==> config.mk <==
export PLATFORM = sky130hd
export DESIGN_NAME = sym_vn_lut_loader_flat
export DESIGN_NICKNAME = d
export VERILOG_FILES = /design/src/rtl/sym_vn_lut_loader_if.sv /design/src/rtl/sym_vn_lut_loader.sv /design/src/flat_wrapper.sv
export SDC_FILE = /design/constraint.sdc
export NUM_CORES = 1
export LEC_CHECK = 0
export CAP_MARGIN = 20
export CORE_MARGIN = 2
export CORE_UTILIZATION = 35
export DETAILED_ROUTE_END_ITERATION = 8
export GPL_TIMING_DRIVEN = 0
export PLACE_DENSITY = 0.65
export SLEW_MARGIN = 20
export SYNTH_ARGS = -nofsm -noshare
export SYNTH_HDL_FRONTEND = slang
export SYNTH_SLANG_ARGS = --single-unit
==> constraint.sdc <==
create_clock -name write_clk -period 1.5 [get_ports write_clk]
set_input_delay 0.225 -clock write_clk [delete_from_list [all_inputs] [get_ports write_clk]]
set_output_delay 0.225 -clock write_clk [all_outputs]
set_load 0.1 [all_outputs]
==> src/rtl/sym_vn_lut_loader_if.sv <==
// Load-command, entry-stream and LUT write-port signals of the symmetric VN rank LUT loader.
// The loader is the slave: it receives commands and entries and drives the write port.
interface sym_vn_lut_loader_if #(
  parameter int DATA_W = 3,
  parameter int ADDR_W = 5
);
  logic              load_start;
  logic [ADDR_W-1:0] load_base;
  logic [ADDR_W-1:0] load_len;
  logic [DATA_W-1:0] in_data;
  logic              in_valid;
  logic              in_ready;
  logic [DATA_W-1:0] lut_in_bank0_replicate_0;
  logic [ADDR_W-1:0] page_write_addr_replicate_0;
  logic [DATA_W-1:0] lut_in_bank0_replicate_1;
  logic [ADDR_W-1:0] page_write_addr_replicate_1;
  logic              we;
  logic              busy;
  logic              load_done;

  modport master (
    output load_start, load_base, load_len, in_data, in_valid,
    input  in_ready,
    input  lut_in_bank0_replicate_0, page_write_addr_replicate_0,
    input  lut_in_bank0_replicate_1, page_write_addr_replicate_1,
    input  we, busy, load_done
  );

  modport slave (
    input  load_start, load_base, load_len, in_data, in_valid,
    output in_ready,
    output lut_in_bank0_replicate_0, page_write_addr_replicate_0,
    output lut_in_bank0_replicate_1, page_write_addr_replicate_1,
    output we, busy, load_done
  );
endinterface

==> src/rtl/sym_vn_lut_loader.sv <==
// Streams 3-bit entries into both replicates of the symmetric VN rank LUT with registered
// write outputs, so the two VNU read ports always see identical tables.
module sym_vn_lut_loader #(
  parameter int DATA_W = 3,
  parameter int ADDR_W = 5,
  parameter int DEPTH  = 32
) (
  input  logic                 write_clk,
  input  logic                 rstn,
  sym_vn_lut_loader_if.slave   lb
);

  typedef enum logic [1:0] {
    IDLE  = 2'd0,
    LOAD  = 2'd1,
    FLUSH = 2'd2
  } state_t;

  localparam int REM_W = ADDR_W + 1;

  state_t            state_q, state_d;
  logic [ADDR_W-1:0] addr_q;
  logic [REM_W-1:0]  rem_q;
  logic [DATA_W-1:0] wr_data_q;
  logic [ADDR_W-1:0] wr_addr_q;
  logic              we_q;
  logic              done_q;
  logic              accept;
  logic              start_ok;

  assign accept   = (state_q == LOAD) && lb.in_valid;
  assign start_ok = (state_q == IDLE) && lb.load_start;

  // NOTE: sequential state uses non-blocking assignments so every register samples
  // pre-edge values; blocking here would create order-dependent simulation races.
  always_ff @(posedge write_clk or negedge rstn) begin
    if (!rstn) state_q <= IDLE;
    else       state_q <= state_d;
  end

  // NOTE: next-state gets its default before the case so no path leaves it unassigned,
  // which would otherwise infer a latch.
  always_comb begin
    state_d = state_q;
    unique case (state_q)
      IDLE:    if (lb.load_start) state_d = LOAD;
      LOAD:    if (accept && (rem_q == REM_W'(1))) state_d = FLUSH;
      FLUSH:   state_d = IDLE;
      default: state_d = IDLE;
    endcase
  end

  // Write data and address are only updated on an accepted beat; we alone marks validity.
  always_ff @(posedge write_clk or negedge rstn) begin
    if (!rstn) begin
      addr_q    <= '0;
      rem_q     <= '0;
      wr_data_q <= '0;
      wr_addr_q <= '0;
      we_q      <= 1'b0;
      done_q    <= 1'b0;
    end else begin
      we_q   <= accept;
      done_q <= (state_q == FLUSH);
      if (start_ok) begin
        addr_q <= lb.load_base;
        rem_q  <= (lb.load_len == '0) ? REM_W'(DEPTH) : {1'b0, lb.load_len};
      end else if (accept) begin
        addr_q    <= addr_q + ADDR_W'(1);
        rem_q     <= rem_q - REM_W'(1);
        wr_data_q <= lb.in_data;
        wr_addr_q <= addr_q;
      end
    end
  end

  assign lb.in_ready                    = (state_q == LOAD);
  assign lb.busy                        = (state_q != IDLE);
  assign lb.we                          = we_q;
  assign lb.load_done                   = done_q;
  assign lb.lut_in_bank0_replicate_0    = wr_data_q;
  assign lb.lut_in_bank0_replicate_1    = wr_data_q;
  assign lb.page_write_addr_replicate_0 = wr_addr_q;
  assign lb.page_write_addr_replicate_1 = wr_addr_q;

endmodule

==> src/flat_wrapper.sv <==
// flat-port wrapper written by rule: the top's interface ports become plain ports
module sym_vn_lut_loader_flat 
#(
  parameter int DATA_W = 3,
  parameter int ADDR_W = 5,
  parameter int DEPTH  = 32
)
  (write_clk, rstn, lb_load_start, lb_load_base, lb_load_len, lb_in_data, lb_in_valid, lb_in_ready, lb_lut_in_bank0_replicate_0, lb_page_write_addr_replicate_0, lb_lut_in_bank0_replicate_1, lb_page_write_addr_replicate_1, lb_we, lb_busy, lb_load_done);
  sym_vn_lut_loader_if #(.DATA_W(DATA_W), .ADDR_W(ADDR_W)) lb_i ();
  input  logic write_clk;
  input  logic rstn;
  input wire logic [$bits(lb_i.load_start)-1:0] lb_load_start;
  input wire logic [$bits(lb_i.load_base)-1:0] lb_load_base;
  input wire logic [$bits(lb_i.load_len)-1:0] lb_load_len;
  input wire logic [$bits(lb_i.in_data)-1:0] lb_in_data;
  input wire logic [$bits(lb_i.in_valid)-1:0] lb_in_valid;
  output wire logic [$bits(lb_i.in_ready)-1:0] lb_in_ready;
  output wire logic [$bits(lb_i.lut_in_bank0_replicate_0)-1:0] lb_lut_in_bank0_replicate_0;
  output wire logic [$bits(lb_i.page_write_addr_replicate_0)-1:0] lb_page_write_addr_replicate_0;
  output wire logic [$bits(lb_i.lut_in_bank0_replicate_1)-1:0] lb_lut_in_bank0_replicate_1;
  output wire logic [$bits(lb_i.page_write_addr_replicate_1)-1:0] lb_page_write_addr_replicate_1;
  output wire logic [$bits(lb_i.we)-1:0] lb_we;
  output wire logic [$bits(lb_i.busy)-1:0] lb_busy;
  output wire logic [$bits(lb_i.load_done)-1:0] lb_load_done;
  assign lb_i.load_start = lb_load_start;
  assign lb_i.load_base = lb_load_base;
  assign lb_i.load_len = lb_load_len;
  assign lb_i.in_data = lb_in_data;
  assign lb_i.in_valid = lb_in_valid;
  assign lb_in_ready = lb_i.in_ready;
  assign lb_lut_in_bank0_replicate_0 = lb_i.lut_in_bank0_replicate_0;
  assign lb_page_write_addr_replicate_0 = lb_i.page_write_addr_replicate_0;
  assign lb_lut_in_bank0_replicate_1 = lb_i.lut_in_bank0_replicate_1;
  assign lb_page_write_addr_replicate_1 = lb_i.page_write_addr_replicate_1;
  assign lb_we = lb_i.we;
  assign lb_busy = lb_i.busy;
  assign lb_load_done = lb_i.load_done;
  sym_vn_lut_loader #(.DATA_W(DATA_W), .ADDR_W(ADDR_W), .DEPTH(DEPTH)) u_core (.write_clk(write_clk), .rstn(rstn), .lb(lb_i));
endmodule
; Word-level counts from Yosys, hierarchy flattened
; Cells that the tools add are included.
[totals]
reg_bits = 23
latchBits = 0
ram_bits = 0
rom_bits = 0
inputBits = 17
out_inout_bits = 20
word_cells = 32
memories = 0
[classes]
n_addsub = 2
mul = 0
div_mod_pow = 0
n_lt_le_gt_ge = 0
n_eq_ne = 5
shift = 0
n_mux = 8
bitwise_logic = 1
reduce_logical = 9
[ops]
columns = op, count
row1 = $mux W6, 3
row2 = $mux W5, 2
row3 = $eq A6 B1 Y1 const B, 1
row4 = $sub A6 B1 Y6 const B, 1
row5 = $add A5 B1 Y5 const B, 1
row6 = $logic_not A5 Y1, 1
row7 = $mux W2, 2
row8 = $pmux W2 S2, 1
row9 = $reduce_and A2 Y1, 2
row10 = $reduce_bool A2 Y1, 2
row11 = $logic_and A1 B1 Y1, 3
row12 = $eq A2 B1 Y1 const B, 1
row13 = $eq A2 B2 Y1 const B, 1
row14 = $logic_not A2 Y1, 1
row15 = $ne A2 B1 Y1 const B, 1
row16 = $ne A2 B2 Y1 const B, 1
row17 = $not A1 Y1, 1

; Depth between registers and ports, before layout
; Gate-level depths: netlist of run 1.
[depth]
depth_word = 5
mapped_depth = 7
mapped_depth_nobuf = 5

; Worst setup path before layout of run 1
; OpenSTA, ideal clock, no wires.
[synth_timing]
path_type = reg-to-output
from = register u_core.state_q[1]
to = output lb_in_ready
arrival_ns = 1.936
required_ns = 1.275
slack_ns = -0.661
path_stages_with_launch = 3
n_path_buf = 1
path_cell_list = dfrtp_1 -> clkbuf_1 -> nor2b_1
[synth_between]
elab_chain_cells = 1
[synth_rtl]
columns = element, line
row1 = start: declaration, sym_vn_lut_loader.sv:21  ; state_t state_q, state_d;
row2 = start signal: assignment, sym_vn_lut_loader.sv:38  ; else state_q <= state_d;
row3 = $eq A2 B1 Y1, sym_vn_lut_loader.sv:77  ; assign lb.in_ready = (state_q == LOAD);
row4 = end: declaration, flat_wrapper.sv:17  ; output wire logic [$bits(lb_i.in_ready)-1:0] lb_in_ready;
; Every way passes these cells.

; Worst setup path in the final report of run 1
[layout_timing]
from = register u_core.state_q[1]
to = output lb_busy
[layout_between]
elab_chain_cells = 1
[layout_rtl]
columns = element, line
row1 = $reduce_bool A2 Y1, sym_vn_lut_loader.sv:78  ; assign lb.busy = (state_q != IDLE);
row2 = end: declaration, flat_wrapper.sv:23  ; output wire logic [$bits(lb_i.busy)-1:0] lb_busy;
; Every way passes these cells.

==> results of run 1 <==
==> area by class of cell <==
class	instances	area share (%)
Inverter	9	2.01
Buffer	14	6.58
Tap cell	46	3.19
Multi-Input combinational cell	79	29.7
Sequential cell	23	32.5
Clock inverter	1	0.277
Clock buffer	3	1.25
Timing Repair Buffer	52	24.5
==> per-layer routing <==
layer	vias to the layer above	wire (microns)
met1	543	1310
met4	0	51
met2	32	1550
met5	-	0
met3	6	126
li1	541	-
==> path summary, 6_finish.rpt <==
check	to	slack [ns]	depth (start not counted)
min reg2reg	u_core.lb.page_write_addr_replicate_0[4]	0.51	2
max reg2reg	u_core.addr_q[3]	0	6
max in group asynchronous	u_core.lb.page_write_addr_replicate_0[3]	0.73	2
min in group write_clk	u_core.lb.lut_in_bank0_replicate_0[0]	0.42	3
min	u_core.addr_q[0]	0.40	2
max	lb_busy	-0.02	3
==> metrics by stage <==
stage / cells / cell area (sq um)
floorplan: 125 / 1210
global route: 227 / 1810
finish: 227 / 1810
detailed placement: 207 / 1630
CTS: 215 / 1690
global placement: 207 / 1630
==> cells in the mapped netlist, drive strengths merged <==
| library cell | n |
|---|---|
| nand2 | 26 |
| dfrtp | 23 |
| buf | 12 |
| inv | 9 |
| a221o | 5 |
| nand3 | 5 |
| nor3 | 5 |
| o21ai | 5 |
| a211o | 4 |
| nor2 | 4 |
| a211oi | 3 |
| ha | 3 |
| a22oi | 2 |
| a32oi | 2 |
| clkbuf | 2 |
| nor2b | 2 |
| or2 | 2 |
| a311oi | 1 |
| and2 | 1 |
| and3 | 1 |
| mux2i | 1 |
| nand3b | 1 |
| nor3b | 1 |
| nor4 | 1 |
| nor4bb | 1 |
| or3 | 1 |
| or3b | 1 |
| xnor2 | 1 |
==> flip-flops by register name, summed over array words and instances, names as in the netlist <==
signal,flops
u_core.rem_q,6
u_core.addr_q,5
u_core.lb.page_write_addr_replicate_0,5
u_core.lb.lut_in_bank0_replicate_0,3
u_core.state_q,2
u_core.lb.load_done,1
u_core.lb.we,1
==> logic make-up after synthesis <==
group / synth area share [%]
adder cells (fa/ha/maj): 3.14
flip-flops: 48.2
XOR/XNOR: 0.733
buffers and inverters: 10.9
AND/OR/NAND/NOR: 21.7
AO/OA/AOI/OAI: 14.6
multiplexers: 0.838
==> cells in the final DEF, fill, tap and decap left out, types with 3 or more instances in the layout <==
| cell | Yosys | final |
|---|---|---|
| buf_2 | 2 | 16 |
| nand2_1 | 26 | 26 |
| buf_4 | 9 | 22 |
| nor3_1 | 5 | 5 |
| a221o_1 | 5 | 5 |
| clkdlybuf4s50_1 | 0 | 15 |
| nor2_1 | 4 | 4 |
| nand3_1 | 5 | 5 |
| a211o_1 | 4 | 4 |
| dfrtp_1 | 23 | 14 |
| o21ai_0 | 5 | 4 |
| inv_1 | 8 | 6 |
| dfrtp_2 | 0 | 9 |
| clkbuf_4 | 0 | 5 |
| buf_12 | 0 | 3 |
==> what timing repair did <==
action                     in CTS  in global routing
hold endpoints to repair        0                 23
pin swaps                       0                  3
setup buffers                   4                 11
setup endpoints to repair      31                 21
gates resized for setup        93                 37
hold buffers                    0                  1
==> results.cfg, run 1 <==
[outcome]
status = finished, violations left
violations = negative setup slack

[routing]
wl_microns = 3030
wire_per_inst_microns = 13.4
ant_nets = 0
first_iter_violations = 59
vias = 1122
firstDrtPassIters = 4
drc = 0
via_per_inst = 4.94

[job]
maxCapViolCount = 0

[setup_path]
worstPathArrival_ns = 1.30
start_kind = flop
critPathBufInv = 2
path_class = reg2out
critical_path.cell_chain = buf_8 > or2_4 > buf_12
endpoint_kind = output pin
critPathRequiredTime_ns = 1.27
reg2reg_from = u_core.state_q[1]
crit_fanout = 5
crit_path_max_incr_delay_ns = 0.45
path_delay_family = flip-flops
startpoint = u_core.state_q[1]
cp_slowest_cell = dfrtp_2

[logic_synthesis]
synth_top_cell_by_area = dfrtp_1
synth_seq_area_share_pct = 48.2
netlist_area_sq_um = 1190
syn_avg_cell_area_sq_um = 9.56
yosys.area.top_type_share_pct = 48.2
yosysWarnings = 0
ys_seq_elements = 23
synth_nets = 145
synthCells = 125
yosys-top-cells-area = dfrtp_1 (48%), nand2_1 (8.2%), buf_4 (5.7%), a221o_1 (4.2%), ha_1 (3.1%)
synth_cell_types = 32

[sta]
final.setup.worst_slack_ns = -0.0231
setup_viol = 2
period_needed_ns = 1.52
report.final.slew_viol_count = 0
final.setup.tns_ns = -0.0239
worst_pin_slew_ns = 0.588
finalCritPeriodShare_pct = 102
whs_ns = 0.396
finalHoldViolCount = 0
fmax_mhz = 657
skew_ns = 0.00401
rsz0062_at_grt = yes
max_slew_margin_pct = 60.4

[clock_network]
clk_latency_ns = 0.32
cts_tree = built
clock_sinks = 23
cts.clk_slew.worst_paths_ns = 0.14
root_buffer = clkbuf_4
cts_made_buffers = 3
h-tree-depth = 1
clock_path_buffers = 2

[global_route]
grt.busiest_layer = met2
met2_usage_pct = 27.8
grt_max_degree = 24
antenna_found_initial = 0
grt_first_pass_wirelength_microns = 5040
use_met1_pct = 19.4
grt_pass1_vias = 1086
grtUsageTotal_pct = 15.8
gr-usage-met3_pct = 3.78
grt-ovfl-total = 0

[hold_path]
hp-class = in2async

[place]
port_buffers = 36
place_congestion = 0.812
dp_slack_ns = -0.892
hpwl_microns = 1960

[finish]
area_growth_pct = 51.1
antenna_cells = 0
finish.utilization_pct = 54.5
drive_gt1_share_pct = 40.9
regArea_sq_um = 587
multi_input_area_sq_um = 537
final_net_count = 202
fillers = 341

[die]
initial_utilization_pct = 36.1
rows = 21
fp.dieW_microns = 62.4
ioPinCount = 37
die_h_microns = 62.4
core-area_sq_um = 3310
die-area_sq_um = 3900
Power of run 1 is not shown: default switching activity piles up to over one toggle a cycle in this logic, so the estimate is an artifact.
==> inputs of run 2 (changes only) <==
==> constraint.sdc (replaced) <==
create_clock -name write_clk -period 1.3 [get_ports write_clk]
set_input_delay 0.195 -clock write_clk [delete_from_list [all_inputs] [get_ports write_clk]]
set_output_delay 0.195 -clock write_clk [all_outputs]
set_load 0.1 [all_outputs]
==> run 2 against run 1 <==
Effect of this change:
- global-route usage rose by 0.28 points
- critical endpoint unchanged
- sequential cell count did not move
- first-iteration DRC count fell by 6.8%
- clock-buffer cell count did not move
- the flow still finishes with violations (negative setup slack)
==> results.cfg, run 2 (same netlist as run 1, synthesis figures left out) <==
[outcome]
status = finished, violations left
violations = negative setup slack

[finish]
antenna_cells = 0
regMostFlops = u_core.rem_q
final_net_count = 204
final_common_cell = buf_4
drive_gt1_share_pct = 47.0
layout_common_cells = buf_4 (26), nand2_1 (24), buf_6 (16), clkdlybuf4s50_1 (15), dfrtp_1 (14)
largest_register_ffs = 6
area_growth_pct = 65.4
finish.utilization_pct = 59.7
final_area_sq_um = 1980

[hold_path]
hp-class = in2async

[routing]
vias = 1143
wire_per_inst_microns = 13.6
highest_layer = met4
wl_met2_microns = 1590
first_iter_violations = 55
wl_microns = 3120
wl_met1_microns = 1300
dr_wl_met3_microns = 186
ant_nets = 0
firstDrtPassIters = 4
drc = 0
via_per_inst = 4.99

[die]
die_h_microns = 62.4
die-area_sq_um = 3900
fp.dieW_microns = 62.4
initial_utilization_pct = 36.1
core-area_sq_um = 3310
rows = 21
ioPinCount = 37

[clock_network]
cts_made_buffers = 3
cts_tree = built
h-tree-depth = 1
cts.clk_slew.worst_paths_ns = 0.13
clk_latency_ns = 0.31
clock_sinks = 23
root_buffer = clkbuf_4
clock_path_buffers = 2

[sta]
max_slew_margin_pct = 65.5
setup_viol = 10
report.final.slew_viol_count = 0
rsz0062_at_grt = yes
skew_ns = 0.00122
finalHoldViolCount = 0
worst_pin_slew_ns = 0.518
final.setup.worst_slack_ns = -0.214
period_needed_ns = 1.51
finalCritPeriodShare_pct = 116
fmax_mhz = 661

[global_route]
antenna_found_initial = 0
grt_pass1_vias = 1086
grtUsageTotal_pct = 16.1
grt_first_pass_wirelength_microns = 5060
grt-ovfl-total = 0
grt_max_degree = 24

[setup_path]
critPathRequiredTime_ns = 1.11
r2r_cells = 4
start_kind = flop
reg2reg_to = u_core.rem_q[1]
worstPathArrival_ns = 1.32
path_class = reg2out
reg2reg_from = u_core.state_q[0]
crit_fanout = 4
endpoint_kind = output pin
r2r_slack_ns = -0.15

[place]
hpwl_microns = 1970
dp_slack_ns = -1.09
place_area_sq_um = 1650
place_congestion = 0.852
port_buffers = 36

[job]
maxCapViolCount = 0
==> run 2: changes by cell type in the layout (fill, tap and decap cells not counted), moves of 3 or more <==
cell     change
buf_2       -14
buf_6       +14
o21ai_0      -3
buf_4        +4
==> run 2: layout make-up <==
cell class | count | area [sq um]
clock buffer | 3 | 22.5
tap | 46 | 57.6
sequential | 23 | 587
fill | 297 | 1330
inverter | 9 | 36.3
timing repair buffer | 54 | 542
multi-input combinational | 79 | 598
buffer | 14 | 129
clock inverter | 1 | 5.00
==> run 2: how the worst max path moves through the flow <==
stage,start,end,slack (ns),cells past startpoint
6_report,u_core.state_q[1],lb_busy,-0.21,3
3_3_place_gp,u_core.state_q[1],lb_busy,-1.07,3
4_1_cts,u_core.state_q[1],lb_busy,-0.21,3
2_1_floorplan,u_core.state_q[0],u_core.addr_q[3],-0.09,6
3_5_place_dp,u_core.state_q[1],lb_busy,-1.09,3
5_1_grt,u_core.state_q[1],lb_busy,-0.24,3
==> run 2: metal layers <==
metal	up-vias	GRT usage (%)
met4	0	6.67
met1	548	21.3
met5	-	0
met2	47	26.5
li1	542	-
met3	6	2.34
==> run 2: per-stage QoR <==
step                setup TNS, ns  hold slack [ns]  cells
global route                -1.81            0.400    229
floorplan                  -0.376           -0.101    125
detailed placement         -22.33            0.484    207
global placement           -21.18            0.476    207
finish                      -1.13            0.366    229
CTS                         -1.02            0.385    225
==> run 2: timing repair <==
| item | CTS | global route |
|---|---|---|
| hold buffers | 0 | 1 |
| hold endpoints to repair | 0 | 23 |
| pin swaps | 8 | 9 |
| resized for setup | 148 | 28 |
| cloned | 0 | 2 |
| setup endpoints to repair | 40 | 27 |
| buffers inserted | 14 | 1 |
==> run 2: worst max-delay path, stage by stage, from the launching register on <==
cell	delay [ns]
dfrtp_2	0.46
buf_8	0.14
or2_4	0.23
buf_12	0.16
Power of run 2 is left out for the same reason.
==> inputs of run 3 (changes only) <==
--- a/config.mk
+++ b/config.mk
@@ -10,7 +10,7 @@
 export CORE_UTILIZATION = 35
 export DETAILED_ROUTE_END_ITERATION = 8
 export GPL_TIMING_DRIVEN = 0
-export PLACE_DENSITY = 0.65
+export RECOVER_POWER = 100
 export SLEW_MARGIN = 20
 export SYNTH_ARGS = -nofsm -noshare
 export SYNTH_HDL_FRONTEND = slang
==> constraint.sdc (replaced) <==
create_clock -name write_clk -period 1.87 [get_ports write_clk]
set_input_delay 0.2805 -clock write_clk [delete_from_list [all_inputs] [get_ports write_clk]]
set_output_delay 0.2805 -clock write_clk [all_outputs]
set_load 0.1 [all_outputs]
==> run 3 against run 2 <==
Effect of this change:
- the flow now finishes without violations
- clock skew is 0.0039 ns higher
- global-route usage is 2.5 points lower
- via count is 13% lower
- worst hold slack better by 0.12 ns
- critical path type unchanged
- highest routed layer unchanged
==> results.cfg, run 3 (same netlist as run 1, synthesis figures left out) <==
[finish]
fillers = 350
largest_register_ffs = 6
area_growth_pct = 33.6
drive_gt1_share_pct = 20.5
final_common_cell = nand2_1
final_net_count = 187
antenna_cells = 0
regMostFlops = u_core.rem_q
layout_common_cells = nand2_1 (26), dfrtp_1 (22), clkdlybuf4s50_1 (15), clkbuf_4 (11), inv_1 (9)

[sta]
finalHoldViolCount = 0
whs_ns = 0.484
report.final.slew_viol_count = 0
max_slew_margin_pct = 17.3
skew_ns = 0.00515
finalCritPeriodShare_pct = 97.3
final.setup.worst_slack_ns = 0.0505
worst_pin_slew_ns = 1.24
setup_viol = 0
final.setup.tns_ns = 0
period_needed_ns = 1.82
fmax_mhz = 550

[hold_path]
hp-class = in2reg

[global_route]
antenna_found_initial = 0
grt_pass1_vias = 962
grt-ovfl-total = 0
grt_first_pass_wirelength_microns = 4350
grtUsageTotal_pct = 13.6
grt_max_degree = 24

[setup_path]
crit_fanout = 3
critical_path.cell_chain = dlygate4sd2_1
worstPathArrival_ns = 1.54
path_class = reg2out
critPathRequiredTime_ns = 1.59
path_delay_family = buffers and inverters
cp_slowest_cell = dlygate4sd2_1
start_kind = flop
critPathBufInv = 1
crit_path_max_incr_delay_ns = 0.86
endpoint_kind = output pin

[routing]
drc = 0
first_iter_violations = 34
ant_nets = 0
wl_microns = 2480
wire_per_inst_microns = 11.7
firstDrtPassIters = 4
via_per_inst = 4.72
vias = 1000

[die]
rows = 21
fp.dieW_microns = 62.4
die-area_sq_um = 3900
ioPinCount = 37
core-area_sq_um = 3310
initial_utilization_pct = 36.1
die_h_microns = 62.4

[clock_network]
cts.clk_slew.worst_paths_ns = 0.12
h-tree-depth = 1
clock_sinks = 23
cts_tree = built
post_cts_buffers = 0
clk_latency_ns = 0.31
root_buffer = clkbuf_4
cts_made_buffers = 3
clock_path_buffers = 2

[place]
place_congestion = 0.808
hpwl_microns = 1840
port_buffers = 36
dp_slack_ns = -0.560

[job]
maxCapViolCount = 0

[outcome]
status = completed
==> run 3: final timing paths <==
check,from,end,slack (ns),cells past startpoint
max,u_core.lb.lut_in_bank0_replicate_0[0],lb_lut_in_bank0_replicate_0[0],0.05,1
min,lb_in_data[2],u_core.lb.lut_in_bank0_replicate_0[2],0.48,3
max reg2reg,u_core.state_q[0],u_core.rem_q[3],0.16,5
min reg2reg,u_core.lb.lut_in_bank0_replicate_0[0],u_core.lb.lut_in_bank0_replicate_0[0],0.50,2
max in group asynchronous,rstn,u_core.state_q[1],0.31,2
min in group asynchronous,rstn,u_core.lb.lut_in_bank0_replicate_0[1],0.74,2
==> run 3: layer usage <==
| metal | up-vias | track usage [%] | part of all wire, % |
|---|---|---|---|
| met1 | 469 | 17.8 | 48 |
| met4 | 0 | 2.78 | 0.53 |
| met3 | 2 | 3.96 | 3.7 |
| li1 | 507 | - | - |
| met2 | 22 | 22.6 | 48 |
| met5 | - | 0 | 0 |
==> run 3: final cells by class <==
cell class                 count  area (sq um)  area share, %
buffer                        14          91.3           5.72
clock buffer                   3          22.5           1.41
clock inverter                 1          5.00          0.313
inverter                       9          33.8           2.12
multi-input combinational     79           479           30.0
sequential                    23           577           36.1
tap                           46          57.6           3.61
timing repair buffer          37           330           20.7
==> run 3: per-stage QoR <==
step	instance area [sq um]	utilization, %	std cells
after floorplan	1200	-	125
after detailed placement	1620	48.8	207
after global routing	1600	48.2	212
final	1600	48.2	212
after global placement	1620	48.8	207
after CTS	1630	49.4	211
==> run 3: what timing repair did <==
| item | CTS | global route |
|---|---|---|
| setup endpoints to repair | 20 | 9 |
| hold buffers | 0 | 1 |
| hold endpoints to repair | 0 | 23 |
| resized for setup | 46 | 15 |
Power of run 3 is left out for the same reason.
